File: src/rtl/reg_file_sb.sv
// Multi-read-port register file with busy-bit scoreboard and write-to-read bypass.
// Writes clear busy, allocs set it (alloc wins), flush clears all busy bits except a same-cycle alloc.
module reg_file_sb #(
    parameter int XLEN     = 32,
    parameter int NREGS    = 32,
    parameter int NREAD    = 2,
    parameter int ZERO_REG = 1,
    parameter int BYPASS   = 1,
    localparam int AW      = $clog2(NREGS)
) (
    input  logic                    clk,
    input  logic                    rst_n,
    input  logic [NREAD*AW-1:0]     rd_addr,
    output logic [NREAD*XLEN-1:0]   rd_data,
    output logic [NREAD-1:0]        rd_busy,
    input  logic                    alloc_en,
    input  logic [AW-1:0]           alloc_addr,
    input  logic                    wr_en,
    input  logic [AW-1:0]           wr_addr,
    input  logic [XLEN-1:0]         wr_data,
    input  logic                    flush,
    output logic [NREGS-1:0]        busy_vec
);

    logic [XLEN-1:0]  r_regs [NREGS];
    logic [NREGS-1:0] r_busy;
    logic [NREGS-1:0] w_busy_nxt;
    logic             w_wr_ok;
    logic             w_alloc_ok;
    logic [AW-1:0]    w_ra;

    // Entry 0 is never written when hardwired to zero, so its flops stay at reset value.
    assign w_wr_ok    = wr_en    && !((ZERO_REG != 0) && (wr_addr == '0));
    assign w_alloc_ok = alloc_en && !((ZERO_REG != 0) && (alloc_addr == '0));

    always_comb begin
        w_busy_nxt = r_busy;
        if (flush) begin
            w_busy_nxt = '0;
        end
        if (w_wr_ok) begin
            w_busy_nxt[wr_addr] = 1'b0;
        end
        if (w_alloc_ok) begin
            w_busy_nxt[alloc_addr] = 1'b1;
        end
    end

    always_ff @(posedge clk or negedge rst_n) begin
        if (!rst_n) begin
            for (int unsigned i = 0; i < NREGS; i++) begin
                r_regs[i] <= '0;
            end
            r_busy <= '0;
        end else begin
            if (w_wr_ok) begin
                r_regs[wr_addr] <= wr_data;
            end
            r_busy <= w_busy_nxt;
        end
    end

    always_comb begin
        rd_data = '0;
        rd_busy = '0;
        w_ra    = '0;
        for (int unsigned i = 0; i < NREAD; i++) begin
            w_ra = rd_addr[i*AW +: AW];
            if ((ZERO_REG != 0) && (w_ra == '0)) begin
                rd_data[i*XLEN +: XLEN] = '0;
                rd_busy[i]              = 1'b0;
            end else if ((BYPASS != 0) && wr_en && (wr_addr == w_ra)) begin
                rd_data[i*XLEN +: XLEN] = wr_data;
                rd_busy[i]              = 1'b0;
            end else begin
                rd_data[i*XLEN +: XLEN] = r_regs[w_ra];
                rd_busy[i]              = r_busy[w_ra];
            end
        end
    end

    assign busy_vec = r_busy;

endmodule

File: config.mk
export PLATFORM = sky130hd
export DESIGN_NAME = reg_file_sb
export DESIGN_NICKNAME = d
export VERILOG_FILES = /design/src/rtl/reg_file_sb.sv
export SDC_FILE = /design/constraint.sdc
export NUM_CORES = 2
export LEC_CHECK = 0
export CAP_MARGIN = 20
export CORE_UTILIZATION = 35
export CTS_CLUSTER_SIZE = 10
export DETAILED_ROUTE_END_ITERATION = 10
export GPL_TIMING_DRIVEN = 0
export PLACE_DENSITY_LB_ADDON = 0.1
export SLEW_MARGIN = 20
export SYNTH_ARGS = -nofsm -noshare
export SYNTH_HDL_FRONTEND = slang
export SYNTH_SLANG_ARGS = --single-unit
File: constraint.sdc
create_clock -name clk -period 2 [get_ports clk]
set_input_delay 0.3 -clock clk [delete_from_list [all_inputs] [get_ports clk]]
set_output_delay 0.3 -clock clk [all_outputs]
set_load 0.05 [all_outputs]
==> impl_metrics.py <==
metrics = {
    "placement": {
        "preCtsSetupSlack_ns": -3.47,
        "io_buffers": 145,
        "gp_congestion": 0.971,
        "dpl.hpwl_mm": 198,
        "dpl-instance-area_um2": 62700,
    },
    "grt": {
        "grt_pass1_wl_mm": 387,
        "grt_max_degree": 142,
        "antenna_found_initial": 18,
        "globalRouteOverflowTotal": 0,
        "track_usage": 0.353,
        "grt_pass1_vias": 42197,
    },
    "synth": {
        "synthXorXnorAreaFrac": 0.00153,
        "synth_compound_area_frac": 0.0549,
        "synth_area_um2": 57200,
        "synth_top_area_cell": "dfrtp_1",
        "synth_mux_area_frac": 0.412,
        "yosys_most_used_dff": "dfrtp_1",
        "synth_top_family_by_area": "multiplexers",
        "post-synth-top-count-cell": "mux2_2",
        "yosys.cell_types.count": 61,
        "synth_area_leaders": "dfrtp_1, mux2_2, mux4_2",
        "synth_simple_gate_area_frac": 0.0279,
        "ys_seq_area_frac": 0.462,
        "synth_async_sr_flop_share": 1.00,
        "syn_avg_cell_area_um2": 14.6,
        "synth_top_area_frac": 0.462,
        "yosys_warnings": 0,
        "synthesis.nets": 3969,
        "ys_seq_elements": 1056,
        "synth_commonest_cells": "mux2_2, dfrtp_1, mux4_2",
        "synth_edf_count": 0,
        "synthAdderAreaFrac": 0,
        "synth_cells": 3912,
    },
    "setup_path": {
        "cp-start-kind": "input pin",
        "critPathKind": "input pin to output port",
        "cp.required_ns": 1.70,
        "path_max_fanout": 10,
        "crit_arrival_ns": 2.80,
        "crit_path_end_kind": "output port",
    },
    "route": {
        "vias": 42588,
        "top_layer": "met5",
        "routedWlPerCell_um": 44.0,
        "drt-met1-wl_mm": 118,
        "ant_nets": 0,
        "wl_mm": 290,
        "route.detailed.drc": 0,
        "first_pass_iters": 9,
        "wl_met2_mm": 126,
        "met3_length_mm": 26.3,
        "vias_per_cell": 6.46,
        "drt_iter0_markers": 4834,
    },
    "cts": {
        "clk_pin_slew_ns": 0.06,
        "clock-sinks": 1056,
        "cts_tree": "done",
        "clk_latency_ns": 0.79,
        "cts_buffers": 133,
        "h-tree-depth": 4,
        "cts_root_buf": "clkbuf_16",
        "ctsHoldBuffers": 6,
        "clock_tree.buffer_depth": 3,
    },
    "floorplanning": {
        "core_area_um2": 163000,
        "die_w_um": 406,
        "fp-row-count": 148,
        "initial_utilization": 0.352,
        "ios": 155,
        "die_y_um": 406,
        "dieArea_um2": 165000,
    },
    "timing": {
        "finalHoldViolCount": 134,
        "clock-skew-final_ns": 0,
        "timing.final.crit_period_ns": 3.10,
        "holdWs_ns": -0.598,
        "grt_setup_unrepaired": "yes",
        "worst_pin_slew_ns": 1.24,
        "setup_viol": 166,
        "slew_headroom": 0.177,
        "fmax_ghz": 0.323,
        "timing.final.ws_setup_ns": -1.10,
        "finalCritPeriodShare": 1.55,
        "drv_slew": 0,
    },
    "power": {
        "vdd_drop_max_v": 0.000918,
        "sequentialPowerShare": 0.410,
        "switchingPower_mw": 21.5,
        "p_leak_nw": 29.9,
        "pwr-share-comb": 0.253,
        "swShare": 0.312,
        "power.density_nw_per_um2": 973,
        "power.internal_mw": 47.4,
        "power_frac_clock": 0.337,
        "finalPower_mw": 68.9,
    },
    "cells_and_area": {
        "fin_nets": 4389,
        "post-route-util": 0.436,
        "fin_area_um2": 70900,
        "fill_cells": 15005,
        "layout-drive-gt1-share": 0.573,
        "syn_to_final_growth_pct": 23.9,
    },
    "min_path": {
        "min_path_type": "input pin to asynchronous set/reset pin",
    },
    "flow_run": {
        "maxCapViolCount": 0,
    },
    "status": {
        "status": "complete, but fails checks",
        "violations": "negative hold slack, negative setup slack",
    },
}
registers in the layout (all words and copies together), names as in the netlist:
signal / count
busy_vec: 32
r_regs: 1024
stage by stage:
stage,instances,hold slack [ns],setup TNS [ns]
3_3_place_gp,6232,0.455,-
6_report,6596,-0.598,-60.38
4_1_cts,6559,-0.598,-57.06
3_5_place_dp,6254,0.222,-1969.74
2_1_floorplan,3912,0.00441,-9.96
5_1_grt,6586,-0.579,-58.11
placed cells by master, fill, tap and decap left out, drive strengths merged, types with 5 or more instances in the layout:
cell type,n
buf,446
nor3,24
or2,12
clkinv,8
a2111oi,18
nand2b,15
a22o,26
nor4,14
xnor2,10
a221oi,44
nand3b,22
nand2,61
clkbuf,403
nor2b,33
clkdlybuf4s15,30
a221o,7
nor3b,12
a211oi,45
inv,22
dfrtp,1056
clkdlybuf4s50,37
o221ai,26
o32ai,19
a21oi,16
mux2,1063
bufbuf,5
a22oi,17
nor2,68
o22ai,87
a211o,17
mux4,450
nand3,19
mux2i,144
or4,5
o211ai,26
o21ai,62
diode,11
power by group through the flow:
stage	Combinational (mW)	Sequential, mW	Clock (mW)
after CTS	17.0	28.1	23.4
after floorplan	10.6	27.5	0
final	17.4	28.3	23.2
after detailed placement	15.6	28.5	0
after global placement	15.0	28.5	0
after global routing	18.0	28.7	24.2
repair_timing:
item,CTS,global route
pin swaps,111,57
gates resized for setup,1176,120
setup endpoints to repair,1405,457
setup buffers,85,25
endpoints found under the hold margin,154,134
gates cloned,6,1
routing by layer:
| metal | track usage | vias to the layer above |
|---|---|---|
| li1 | - | 16105 |
| met3 | 0.0934 | 719 |
| met5 | 0.00476 | - |
| met1 | 0.466 | 23307 |
| met2 | 0.521 | 2447 |
| met4 | 0.204 | 10 |
cells by family after synthesis:
kind of cell / count (synthesis)
AOI/OAI and AO/OA: 428
DFF: 1056
buffers and inverters: 460
xor gates and xnor gates: 10
muxes: 1657
and+or+nand+nor: 301
path summary, 6_finish.rpt:
kind	slack (ns)	cells after the start	from	to
setup / recovery	-1.10	8	rd_addr[8]	rd_data[56]
hold / removal	-0.60	1	rst_n	r_regs[229]
setup reg to reg	1.07	3	busy_vec[29]	busy_vec[29]
hold reg to reg	0.47	1	r_regs[1008]	r_regs[1008]
max in group asynchronous	0.39	6	rst_n	r_regs[270]
min in group clk	0.29	2	wr_data[21]	r_regs[21]
worst max-delay path, stage by stage:
cell and delay [ns]:
clkdlybuf4s15_2 0.34, nand2b_1 0.17, buf_6 0.30, clkbuf_8 0.35, o221ai_1 0.17, o211ai_1 0.53
a22o_2 0.38, buf_8 0.18
layout make-up:
class,count,area (um^2),share of cell area
diodes,11,27.5,0.000388
inverters,17,75.1,0.00106
repair buffers,291,3390,0.0479
plain buffers,437,3970,0.0561
clock inverters,16,146,0.00207
multi-input cells,2396,30300,0.427
well taps,2175,2720,0.0384
clock buffers,197,3830,0.0541
flip-flops and latches,1056,26400,0.373
No activity file was read; power rests on OpenSTA's default activity.
